[config.mk]
export PLATFORM = sky130hd
export DESIGN_NAME = l0_stagger_buf
export DESIGN_NICKNAME = d
export VERILOG_FILES = /design/src/rtl/l0_pkg.sv /design/src/rtl/l0_lane_fifo.sv /design/src/rtl/l0_stagger_buf.sv
export SDC_FILE = /design/constraint.sdc
export NUM_CORES = 2
export LEC_CHECK = 0
export CAP_MARGIN = 25
export CORE_MARGIN = 2
export CORE_UTILIZATION = 40
export CTS_CLUSTER_SIZE = 8
export DETAILED_ROUTE_END_ITERATION = 6
export PLACE_DENSITY_LB_ADDON = 0.05
export SETUP_SLACK_MARGIN = 0.1
export SLEW_MARGIN = 20
export SYNTH_ARGS = -nofsm -noshare
export SYNTH_HDL_FRONTEND = slang
export SYNTH_SLANG_ARGS = --single-unit
[constraint.sdc]
create_clock -name clk -period 3.49 [get_ports clk]
set_input_delay 0.8725 -clock clk [delete_from_list [all_inputs] [get_ports clk]]
set_output_delay 0.8725 -clock clk [all_outputs]
set_load 0.03 [all_outputs]
[src/rtl/l0_pkg.sv]
// Shared constants and helpers for the L0 stagger buffer.
// Error-bit indices are only consumed when L0_ERR_EN is defined.
package l0_pkg;

    localparam logic L0_MODE_PARALLEL = 1'b0;
    localparam logic L0_MODE_STAGGER  = 1'b1;

    localparam int unsigned L0_ERR_DROP  = 0;
    localparam int unsigned L0_ERR_EMPTY = 1;

    function automatic int unsigned clog2(input int unsigned value);
        int unsigned result;
        result = 0;
        while ((32'd1 << result) < value) begin
            result++;
        end
        return result;
    endfunction

endpackage

[src/rtl/l0_lane_fifo.sv]
// Single-lane FIFO with registered read data and a one-cycle valid pulse per pop.
// Pointers carry an extra wrap bit so full and empty can be told apart.
module l0_lane_fifo
    import l0_pkg::*;
#(
    parameter int unsigned BW    = 4,
    parameter int unsigned DEPTH = 64
) (
    input  logic          clk,
    input  logic          reset,
    input  logic          push,
    input  logic          pop,
    input  logic [BW-1:0] din,
    output logic [BW-1:0] dout,
    output logic          dvalid,
    output logic          full,
    output logic          empty
);

    localparam int unsigned AW = clog2(DEPTH);

    logic [AW:0]   wptr_q, wptr_d;
    logic [AW:0]   rptr_q, rptr_d;
    logic [BW-1:0] mem [DEPTH];
    logic          push_ok;
    logic          pop_ok;

    assign full  = (wptr_q[AW] != rptr_q[AW]) && (wptr_q[AW-1:0] == rptr_q[AW-1:0]);
    assign empty = (wptr_q == rptr_q);

    // Status is taken before the edge: no rescue of a full write, no bypass to an empty pop.
    assign push_ok = push & ~full;
    assign pop_ok  = pop & ~empty;

    always_comb begin
        wptr_d = wptr_q + {{AW{1'b0}}, push_ok};
        rptr_d = rptr_q + {{AW{1'b0}}, pop_ok};
    end

    always_ff @(posedge clk or negedge reset) begin
        if (!reset) begin
            wptr_q <= '0;
            rptr_q <= '0;
            dout   <= '0;
            dvalid <= 1'b0;
        end else begin
            wptr_q <= wptr_d;
            rptr_q <= rptr_d;
            dvalid <= pop_ok;
            if (pop_ok) begin
                dout <= mem[rptr_q[AW-1:0]];
            end
        end
    end

    always_ff @(posedge clk) begin
        if (push_ok) begin
            mem[wptr_q[AW-1:0]] <= din;
        end
    end

endmodule

[src/rtl/l0_stagger_buf.sv]
// L0 activation buffer: one FIFO per array row, popped in parallel or as a skewed wavefront.
// Define L0_ERR_EN to add the sticky o_err status port.
module l0_stagger_buf
    import l0_pkg::*;
#(
    parameter int unsigned ROW   = 8,
    parameter int unsigned BW    = 4,
    parameter int unsigned DEPTH = 64
) (
    input  logic              clk,
    input  logic              reset,
    input  logic [ROW*BW-1:0] in,
    input  logic              wr,
    input  logic              rd,
    input  logic              mode,
    output logic [ROW*BW-1:0] out,
    output logic [ROW-1:0]    o_valid,
    output logic              o_full,
    output logic              o_ready,
    output logic              o_empty
`ifdef L0_ERR_EN
    ,
    output logic [1:0]        o_err
`endif
);

    logic           act_mode_q, act_mode_d;
    logic [ROW-2:0] tok_q, tok_d;
    logic [ROW-1:0] pop_req;
    logic [ROW-1:0] lane_full;
    logic [ROW-1:0] lane_empty;
    logic           stagger;
    logic           wr_ok;

    assign stagger = (act_mode_q == L0_MODE_STAGGER);
    assign o_full  = |lane_full;
    assign o_ready = ~o_full;
    assign o_empty = &lane_empty;
    assign wr_ok   = wr & o_ready;

    // Mode only switches while the skew chain is idle, so a wavefront never changes shape.
    always_comb begin
        tok_d    = '0;
        tok_d[0] = rd & stagger;
        for (int k = 1; k < int'(ROW) - 1; k++) begin
            tok_d[k] = tok_q[k-1];
        end
        act_mode_d = (tok_q == '0) ? mode : act_mode_q;
    end

    always_ff @(posedge clk or negedge reset) begin
        if (!reset) begin
            tok_q      <= '0;
            act_mode_q <= L0_MODE_PARALLEL;
        end else begin
            tok_q      <= tok_d;
            act_mode_q <= act_mode_d;
        end
    end

    for (genvar g = 0; g < ROW; g++) begin : g_lane
        // In-flight tokens are always honoured, even after the mode has gone back to parallel.
        if (g == 0) begin : g_head
            assign pop_req[g] = rd;
        end else begin : g_tail
            assign pop_req[g] = (rd & ~stagger) | tok_q[g-1];
        end

        l0_lane_fifo #(
            .BW    (BW),
            .DEPTH (DEPTH)
        ) u_fifo (
            .clk    (clk),
            .reset  (reset),
            .push   (wr_ok),
            .pop    (pop_req[g]),
            .din    (in[BW*g +: BW]),
            .dout   (out[BW*g +: BW]),
            .dvalid (o_valid[g]),
            .full   (lane_full[g]),
            .empty  (lane_empty[g])
        );
    end

`ifdef L0_ERR_EN
    logic [1:0] err_q, err_d;

    always_comb begin
        err_d = err_q;
        if (wr & o_full) begin
            err_d[L0_ERR_DROP] = 1'b1;
        end
        if (|(pop_req & lane_empty)) begin
            err_d[L0_ERR_EMPTY] = 1'b1;
        end
    end

    always_ff @(posedge clk or negedge reset) begin
        if (!reset) begin
            err_q <= '0;
        end else begin
            err_q <= err_d;
        end
    end

    assign o_err = err_q;
`endif

endmodule

==> flow_summary_export.csv <==
group,metric,value,unit
die,die_area,230000,sq um
critical_path,critPathCaptureType,"output pin",
sta,max_slew_margin,0.314,
pwr,comb_power_share,0.311,
die,die_h,480,microns
drt,drc,0,
cts,htreeDepth,5,
sta,hold_viol,0,
min_path,min_from,"in[10]",
min_path,holdCritPathClass,"input pin to register",
synthesis,synth_fp_nets,5091,
drt,routed_via_density,5.54,
cts,clk_latency,0.94,ns
cts,cts_buffers,326,
global_route,track_usage,0.202,
pwr,ir_drop,0.560,mV
sta,setup_ws,-0.190,ns
drt,vias,48700,
place,portBuffers,79,
pwr,swShare,0.325,
run_status,status,"finished with violations",
cells_and_area,syn_to_final_growth,18.7,%
synthesis,synth-async-reset-ratio,0.0725,
synthesis,syn_avg_cell_area,18.0,sq um
drt,drtIter0Drc,4116,
cts,clk_path_buf_depth,4,
sta,setup_violations,3,
die,core-area,225000,sq um
critical_path,path_class,"register to output pin",
synthesis,ys_types,64,
synthesis,netlist_area,90600,sq um
global_route,grt_first_pass_wirelength,347,mm
synthesis,yosysTopAreaCell,"edfxtp_1",
pwr,power.density,812,nW/um^2
global_route,antenna_found_initial,2,
sta,rsz0062_at_grt,"yes",
cells_and_area,fin_nets,5679,
critical_path,path_max_fanout,4,
synthesis,yosysTopAreaCellShare,0.679,
critical_path,required,2.62,ns
drt,wl,232,mm
die,io_pins,80,
critical_path,r2r_start,"g_lane[7].u_fifo.wptr_q[3]$_DFF_PN0_",
sta,max_freq,272,MHz
pwr,seqPwrFrac,0.364,
cts,cts_tree,"built",
cts,clock_sinks,2208,
synthesis,yosysWarnings,0,
synthesis,synthFlopType,"edfxtp_1",
global_route,grt_pass1_vias,51000,
cells_and_area,layout_common_cells,"edfxtp_1 (2048), buf_4 (516), mux4_2 (419)",
cts,clkTransAtPathRegs,0.05,ns
pwr,p_sw,0.0284,W
sta,slew_violations,0,
die,rows,174,
pwr,p_leak,35.1,nW
global_route,grt_max_degree,83,
cells_and_area,fin_util,0.478,
cells_and_area,layout-drive-gt1-share,0.278,
sta,worst_pin_slew,1.03,ns
place,hpwl,143,mm
critical_path,reg2reg_slack,0.17,ns
cells_and_area,final_common_cell,"edfxtp_1",
cts,clockRootBuffer,"clkbuf_16",
synthesis,yosysSeqAreaShare,0.723,
sta,period_minus_slack,3.68,ns
drt,first_pass_iters,5,
run_status,failed_checks,"setup timing",
sta,whs,0.296,ns
place,gp_congestion,0.785,
sta,clock_skew,0.0525,ns
critical_path,cp_data_arrival_time,2.81,ns
synthesis,synth.area.top_cells,"edfxtp_1 (68%), mux4_2 (10%), dfrtp_1 (4.4%)",
flow_run,drv_cap,0,
drt,avgRoutedWirePerCell,26.3,microns
critical_path,start_kind,"register",
critical_path,critPathLaunch,"g_lane[7].u_fifo.wptr_q[3]$_DFF_PN0_",
synthesis,synthesis.instances,5022,
drt,drtAntennaViolNets,0,
sta,post-route-period-util,1.05,
die,start_util,0.403,
synthesis,synth_edf_count,2048,
pwr,p_int,0.0589,W
global_route,grt-ovfl-total,0,
synthesis,ys_ff_latch,2208,
die,die_w,480,microns
pwr,clkPwrFrac,0.325,
per-stage QoR:
step	cell area [sq um]	instances	TNS, ns	total power [W]	setup WS (ns)
detailed placement	97900	8262	0	0.0594	0.108
finish	108000	8799	-0.525	0.0873	-0.190
floorplan	90600	5022	0	0.0496	0.373
global route	108000	8799	-0.852	0.0914	-0.332
global placement	97800	8261	0	0.0594	0.175
CTS	107000	8796	-0.965	0.0884	-0.366
power groups by stage:
stage	Clock, W	Combinational, W	Sequential, W
global placement	0	0.0271	0.0323
finish	0.0283	0.0272	0.0318
CTS	0.0291	0.0274	0.0318
detailed placement	0	0.0271	0.0323
floorplan	0	0.0174	0.0322
global route	0.0303	0.0292	0.0320
flip-flops by register name, indices dropped and copies added, names as in the netlist:
register	flops
act_mode_q	1
g_lane.u_fifo.dout	32
g_lane.u_fifo.dvalid	8
g_lane.u_fifo.mem	2048
g_lane.u_fifo.rptr_q	56
g_lane.u_fifo.wptr_q	56
tok_q	7
kinds of logic (layout without fill, tap and decap cells):
kind of cell / count (synthesis) / in the layout / share of synthesized area
compound gates: 355 / 355 / 0.0276
xor+xnor: 136 / 136 / 0.0132
fa+ha+maj: 32 / 32 / 0.00442
buf+inv: 400 / 1184 / 0.0208
flops: 2208 / 2208 / 0.723
mux: 661 / 661 / 0.131
other cells: 0 / 1 / 0
simple gates: 1230 / 1230 / 0.0794
path summary, 6_finish.rpt:
check / end / cells past startpoint
max: o_ready / 8
min: g_lane[2].u_fifo.mem[34][2]$_DFFE_PP_ / 1
max reg2reg: g_lane[3].u_fifo.mem[59][1]$_DFFE_PP_ / 11
min reg2reg: tok_q[5]$_DFF_PN0_ / 0
max in group asynchronous: g_lane[5].u_fifo.dout[0]$_DFFE_PN0P_ / 3
min in group asynchronous: g_lane[3].u_fifo.dvalid$_DFF_PN0_ / 2
cells in the mapped netlist (39+ instances only):
master	instances
edfxtp_1	2048
mux4_2	419
nor3_1	297
mux2i_1	214
nand2_1	198
dfrtp_1	160
clkbuf_1	150
nand3_1	131
nor2_1	117
nor4_1	117
buf_2	112
nor4_2	110
a22oi_1	96
buf_1	76
xnor2_1	68
xor2_1	68
a21oi_1	55
nor2b_1	55
a31oi_1	39
nand4_1	39
layout make-up:
type	count	area (sq um)
Antenna cell	1	2.50
Sequential cell	2208	65600
Clock buffer	519	9050
Tap cell	2992	3740
Timing Repair Buffer	643	5480
Inverter	17	66.3
Clock inverter	5	58.8
Multi-Input combinational cell	2414	23600
Fill cell	18900	117000
repair_timing:
| action | 4_1_cts | 5_1_grt |
|---|---|---|
| pin swaps | 11 | 11 |
| endpoints found under the hold margin | 31 | 0 |
| gates resized for setup | 28 | 50 |
| setup buffers | 7 | 2 |
| setup endpoints to repair | 3 | 217 |
| hold buffers | 1 | 0 |
| cloned | 2 | 0 |
critical path, cell delays in order (launching register included):
cell and delay [ns]:
dfrtp_1 0.40, xor2_2 0.25, nor4_4 0.07, nand3_2 0.12
o31ai_2 0.08, or4_4 0.60, buf_12 0.18, inv_4 0.05
buf_6 0.11
metal layers:
layer | part of all wire | track usage | vias to the layer above
met5 | 0 | 0 | -
met1 | 0.45 | 0.288 | 25500
met4 | 0.023 | 0.0560 | 0
met2 | 0.48 | 0.320 | 1253
met3 | 0.048 | 0.0327 | 337
li1 | - | - | 21600
No activity file was read; power rests on OpenSTA's default activity.
